==> config.mk <==
export PLATFORM = sky130hd
export DESIGN_NAME = seq_multiplier
export DESIGN_NICKNAME = d
export VERILOG_FILES = /design/src/rtl/mult_pkg.sv /design/src/rtl/cond_negate.sv /design/src/rtl/seq_multiplier.sv
export SDC_FILE = /design/constraint.sdc
export NUM_CORES = 1
export LEC_CHECK = 0
export CAP_MARGIN = 20
export CORE_MARGIN = 3
export CORE_UTILIZATION = 58
export DETAILED_ROUTE_END_ITERATION = 6
export PLACE_DENSITY = 0.81
export SLEW_MARGIN = 0
export SYNTH_ARGS = -nofsm -noshare
export SYNTH_HDL_FRONTEND = slang
export SYNTH_SLANG_ARGS = --single-unit
==> constraint.sdc <==
create_clock -name clk -period 2.9 [get_ports clk]
set_clock_uncertainty 0.15 [all_clocks]
set_input_delay 0.58 -clock clk [delete_from_list [all_inputs] [get_ports clk]]
set_output_delay 0.58 -clock clk [all_outputs]
set_load 0.02 [all_outputs]
==> src/rtl/mult_pkg.sv <==
`default_nettype none
// ============================================================================
//  Module   : mult_pkg
//  Purpose  : Shared types and helpers for the sequential shift-add multiplier
//  Revision : 1.0  initial release
// ============================================================================
package mult_pkg;

  // Controller states, 2-bit explicit encoding
  typedef enum logic [1:0] {
    ST_IDLE = 2'd0,
    ST_CALC = 2'd1,
    ST_FIX  = 2'd2,
    ST_DONE = 2'd3
  } mult_state_t;

  // Bits needed for a counter that has to reach the value w
  function automatic int cnt_width(input int w);
    return $clog2(w + 1);
  endfunction

endpackage : mult_pkg
`default_nettype wire

==> src/rtl/cond_negate.sv <==
`default_nettype none
// ============================================================================
//  Module   : cond_negate
//  Purpose  : Combinational conditional two's-complement negation
//  Revision : 1.0  initial release
// ============================================================================
module cond_negate #(
  parameter int WIDTH = 4
) (
  input  logic             neg,
  input  logic [WIDTH-1:0] in,
  output logic [WIDTH-1:0] out
);

  localparam logic [WIDTH-1:0] ONE = {{(WIDTH-1){1'b0}}, 1'b1};

  // Invert-and-increment when negation is requested, otherwise pass through
  always_comb begin
    out = neg ? (~in + ONE) : in;
  end

endmodule : cond_negate
`default_nettype wire

==> src/rtl/seq_multiplier.sv <==
`default_nettype none
// ============================================================================
//  Module   : seq_multiplier
//  Purpose  : Radix-2 shift-add multiplier, signed/unsigned, start/done
//             handshake. One WIDTH+1 bit adder reused over WIDTH cycles.
//  Revision : 1.0  initial release
// ============================================================================
module seq_multiplier
  import mult_pkg::*;
#(
  parameter int WIDTH = 4
) (
  input  logic               clk,
  input  logic               rst,
  input  logic               start,
  input  logic               signed_mode,
  input  logic [WIDTH-1:0]   a,
  input  logic [WIDTH-1:0]   b,
  output logic               busy,
  output logic               done,
  output logic [2*WIDTH-1:0] p
);

  localparam int               CNT_W    = cnt_width(WIDTH);
  localparam logic [CNT_W-1:0] LAST_CNT = CNT_W'(WIDTH - 1);
  localparam logic [CNT_W-1:0] CNT_ONE  = CNT_W'(1);

  mult_state_t          state_q, state_d;
  logic [2*WIDTH-1:0]   acc_q,    acc_d;
  logic [WIDTH-1:0]     mcand_q,  mcand_d;
  logic [WIDTH-1:0]     mplier_q, mplier_d;
  logic [CNT_W-1:0]     cnt_q,    cnt_d;
  logic                 neg_q,    neg_d;
  logic [2*WIDTH-1:0]   p_q,      p_d;

  logic                 a_neg;
  logic                 b_neg;
  logic [WIDTH-1:0]     a_mag;
  logic [WIDTH-1:0]     b_mag;
  logic [2*WIDTH-1:0]   p_fixed;
  logic [WIDTH:0]       add_sum;

  // Operand signs only matter in signed mode; the unsigned magnitude of the
  // most negative value is still representable, so no special case exists.
  always_comb begin
    a_neg = signed_mode & a[WIDTH-1];
    b_neg = signed_mode & b[WIDTH-1];
  end

  cond_negate #(.WIDTH(WIDTH)) u_abs_a (
    .neg (a_neg),
    .in  (a),
    .out (a_mag)
  );

  cond_negate #(.WIDTH(WIDTH)) u_abs_b (
    .neg (b_neg),
    .in  (b),
    .out (b_mag)
  );

  cond_negate #(.WIDTH(2*WIDTH)) u_fix_p (
    .neg (neg_q),
    .in  (acc_q),
    .out (p_fixed)
  );

  // Partial-product add into the upper accumulator half, carry kept in bit WIDTH
  always_comb begin
    add_sum = {1'b0, acc_q[2*WIDTH-1:WIDTH]}
            + (mplier_q[0] ? {1'b0, mcand_q} : {(WIDTH+1){1'b0}});
  end

  // Next-state and datapath update; every register holds unless changed
  always_comb begin
    state_d  = state_q;
    acc_d    = acc_q;
    mcand_d  = mcand_q;
    mplier_d = mplier_q;
    cnt_d    = cnt_q;
    neg_d    = neg_q;
    p_d      = p_q;

    case (state_q)
      ST_IDLE, ST_DONE: begin
        if (start) begin
          mcand_d  = a_mag;
          mplier_d = b_mag;
          neg_d    = a_neg ^ b_neg;
          acc_d    = '0;
          cnt_d    = '0;
          state_d  = ST_CALC;
        end else begin
          state_d  = ST_IDLE;
        end
      end
      ST_CALC: begin
        // {carry, acc} shifted right by one: the carry lands in the MSB
        acc_d    = {add_sum, acc_q[WIDTH-1:1]};
        mplier_d = mplier_q >> 1;
        cnt_d    = cnt_q + CNT_ONE;
        if (cnt_q == LAST_CNT) begin
          state_d = ST_FIX;
        end
      end
      ST_FIX: begin
        p_d     = p_fixed;
        state_d = ST_DONE;
      end
      default: begin
        state_d = ST_IDLE;
      end
    endcase
  end

  // State and datapath registers; reset aborts any operation in flight
  always_ff @(posedge clk or posedge rst) begin
    if (rst) begin
      state_q  <= ST_IDLE;
      acc_q    <= '0;
      mcand_q  <= '0;
      mplier_q <= '0;
      cnt_q    <= '0;
      neg_q    <= 1'b0;
      p_q      <= '0;
    end else begin
      state_q  <= state_d;
      acc_q    <= acc_d;
      mcand_q  <= mcand_d;
      mplier_q <= mplier_d;
      cnt_q    <= cnt_d;
      neg_q    <= neg_d;
      p_q      <= p_d;
    end
  end

  // Status outputs decoded from the registered state
  always_comb begin
    busy = (state_q == ST_CALC) || (state_q == ST_FIX);
    done = (state_q == ST_DONE);
    p    = p_q;
  end

endmodule : seq_multiplier
`default_nettype wire

==> run metrics <==
final core utilization 0.753; main combinational cell family by area after synthesis compound AO/OA/AOI/OAI gates; peak ir drop on the vdd network 0.937 mV; Core Footprint 2610 sq um; number of global-route vias before repair 1267; post-synthesis register bit count 30; number of buffers added to fix hold violations after cts 0; starting density of the core 0.640; height of the die 59.7 um; most frequent cells in the layout nand2_1, dfrtp_1, o21ai_0, clkdlybuf4s50_1, inv_1; placed cell area 1900 sq um; number of enable flip-flop cells after synthesis 0; count of nets after finishing 227; Post-Syn Instances 179; synth top area cells dfrtp_1, ha_1, nand2_1; vias per std cell 5.46; die width 59.7 um; detailed placement HPWL 2290 um; proportion of synthesized area in mux cells 0.0434; Synth Area in XOR/XNOR 0.0576; maxcap violations 0; unique cell type count in the Yosys netlist 29; total count of max-transition violations in the final report 0; area share of and/or/nand/nor cells after synthesis 0.147; Detailed Routing Iterations Pass 1 4; Total Routing Usage GR 0.197; post-synthesis instance area 1670 sq um; TritonCTS Buffers 5; number of instances resized during post-cts repair 0; Static Leakage 0.922 nW; total via count after detailed routing 1272; TritonCTS clock tree yes; drt wl/cell 12.6 um; adder-cell share of the synthesized area 0.102; pwr/cell area 960 nW/um^2; number of cells traversed by the worst hold path 2; I/O pin total 22; number of antenna violations at the first check in global routing 0; crit-path max FO 4; worst-case reg-to-reg path depth 6; category of the worst setup path capture point output pin; outcome completed; drt first-iter violations 38; portion of the clock cycle consumed by the worst path in the final layout 0.900; Setup TNS Final 0 ns; clock sink count 30; type of the most critical hold path reg2reg; fmax 0.383 GHz; number of port buffers 21; post-route antenna net violation count 0; Row Count 18; worst slew margin relative to its limit 0.626; clock period minus final worst setup slack 2.61 ns; Avg Cell Area, Syn 9.34 sq um; commonest non-fill, non-tap cell in the layout nand2_1; count of buffers added by post-CTS timing repair for setup 0; synthesis-to-layout area growth 17.7%; Syn. warnings 0; fraction of layout cells with a size suffix above 1 0.0788; # H-tree levels 2; last weighted congestion value of the routability-driven placer 0.812; cell area after layout 1970 sq um; proportion of netlist area held by the largest area contributor 0.449; clock latency of the later-clocked register in the worst-skew pair 0.34 ns; slew at the pin closest to its max-slew limit 0.560 ns; Total Die Area 3560 sq um; data arrival at the endpoint of the critical path 1.88 ns; syn_nets 204; Multi-input gate area 835 sq um; unrepaired setup endpoints after global routing false; combined flip-flop and latch cell area 751 sq um; first-pass GRT wire length 5060 um; Final setup viols 0; sum of routed wire length over all layers 2940 um; total global routing overflow 0; largest area contributor in the netlist dfrtp_1; Worst Hold Slack 0.335 ns; kind of critical path reg2out; Most used DFF post-synth dfrtp_1; number of buffers on the longest clock path 2; critical path launch point type flop; share of synthesized registers carrying an async set or reset 1.00; clock tree root buffer cell clkbuf_4; fraction of the mapped netlist area in compound gates 0.150; sequential element share of the synthesized area 0.449; diode insertion count for antenna repair 0; CP required 2.17 ns; overall power of the completed layout 1.89 mW; pin count of the biggest net entering global routing 31; Hold Vio Cnt, Final 0; number of fill cells in the layout 214; clock transition at the register clock pins on the worst setup and hold paths after CTS 0.09 ns; count of unresolved DRC violations after routing 0
## routing by layer
| metal | share of wire | global-route usage | routed length [um] |
|---|---|---|---|
| met1 | 0.40 | 0.191 | 1180 |
| met2 | 0.53 | 0.361 | 1550 |
| met3 | 0.053 | 0.0713 | 155 |
| met4 | 0.020 | 0.0949 | 59 |
| met5 | 0 | 0 | 0 |
## where the power goes
part / switching (mW) / total, mW / leakage [nW] / internal (mW)
logic: 0.511 / 0.904 / 0.500 / 0.393
clock network: 0.149 / 0.265 / 0.0343 / 0.116
registers: 0.138 / 0.720 / 0.387 / 0.582
total: 0.797 / 1.89 / 0.922 / 1.09
## path summary, 6_finish.rpt
kind	end	startpoint	slack [ns]
max	busy	state_q[0]	0.29
min	mcand_q[2]	mcand_q[2]	0.34
max reg2reg	cnt_q[2]	state_q[0]	0.88
min reg2reg	mcand_q[2]	mcand_q[2]	0.34
max in group asynchronous	mcand_q[3]	rst	1.87
min in group asynchronous	p[3]	rst	0.46
## state kept, by name, summed over array words and instances (netlist names)
signal and cells:
state_q 2, mplier_q 4, cnt_q 3, acc_q 8, neg_q 1, mcand_q 4
p 8
## cell usage after synthesis, types with 2 or more instances
| master | n |
|---|---|
| xnor2_1 | 5 |
| inv_1 | 15 |
| nor2_1 | 10 |
| nand2_1 | 33 |
| mux2_2 | 2 |
| xor2_1 | 6 |
| buf_2 | 3 |
| o21ai_0 | 21 |
| ha_1 | 12 |
| a21oi_1 | 10 |
| nand2b_1 | 4 |
| mux2i_1 | 5 |
| clkbuf_1 | 4 |
| and2_1 | 3 |
| o31ai_1 | 2 |
| dfrtp_1 | 30 |
| a21o_1 | 2 |
## final cells by class
class,instances,area share
clock buffer,6,0.0261
multi-input combinational,127,0.424
clock inverter,2,0.00636
tap,30,0.0191
sequential,30,0.381
timing repair buffer,23,0.114
inverter,15,0.0286
## stage by stage
stage / cells / worst slack [ns]
2_1_floorplan: 179 / 1.16
3_3_place_gp: 225 / 0.641
3_5_place_dp: 225 / 0.582
4_1_cts: 233 / 0.267
5_1_grt: 233 / 0.204
6_report: 233 / 0.289
## logic make-up (layout without fill, tap and decap cells)
family | count (synthesis) | count (layout)
buf+inv | 22 | 46
simple gates | 55 | 55
compound gates | 41 | 41
mux | 7 | 7
flops | 30 | 30
fa+ha+maj | 13 | 13
xor+xnor | 11 | 11
## critical path, stage by stage (launching register included)
cell and delay [ns]:
dfrtp_1 0.41, inv_1 0.06, ha_1 0.33, inv_1 0.13, clkdlybuf4s50_1 0.63
(Power assumes the default switching activity.)
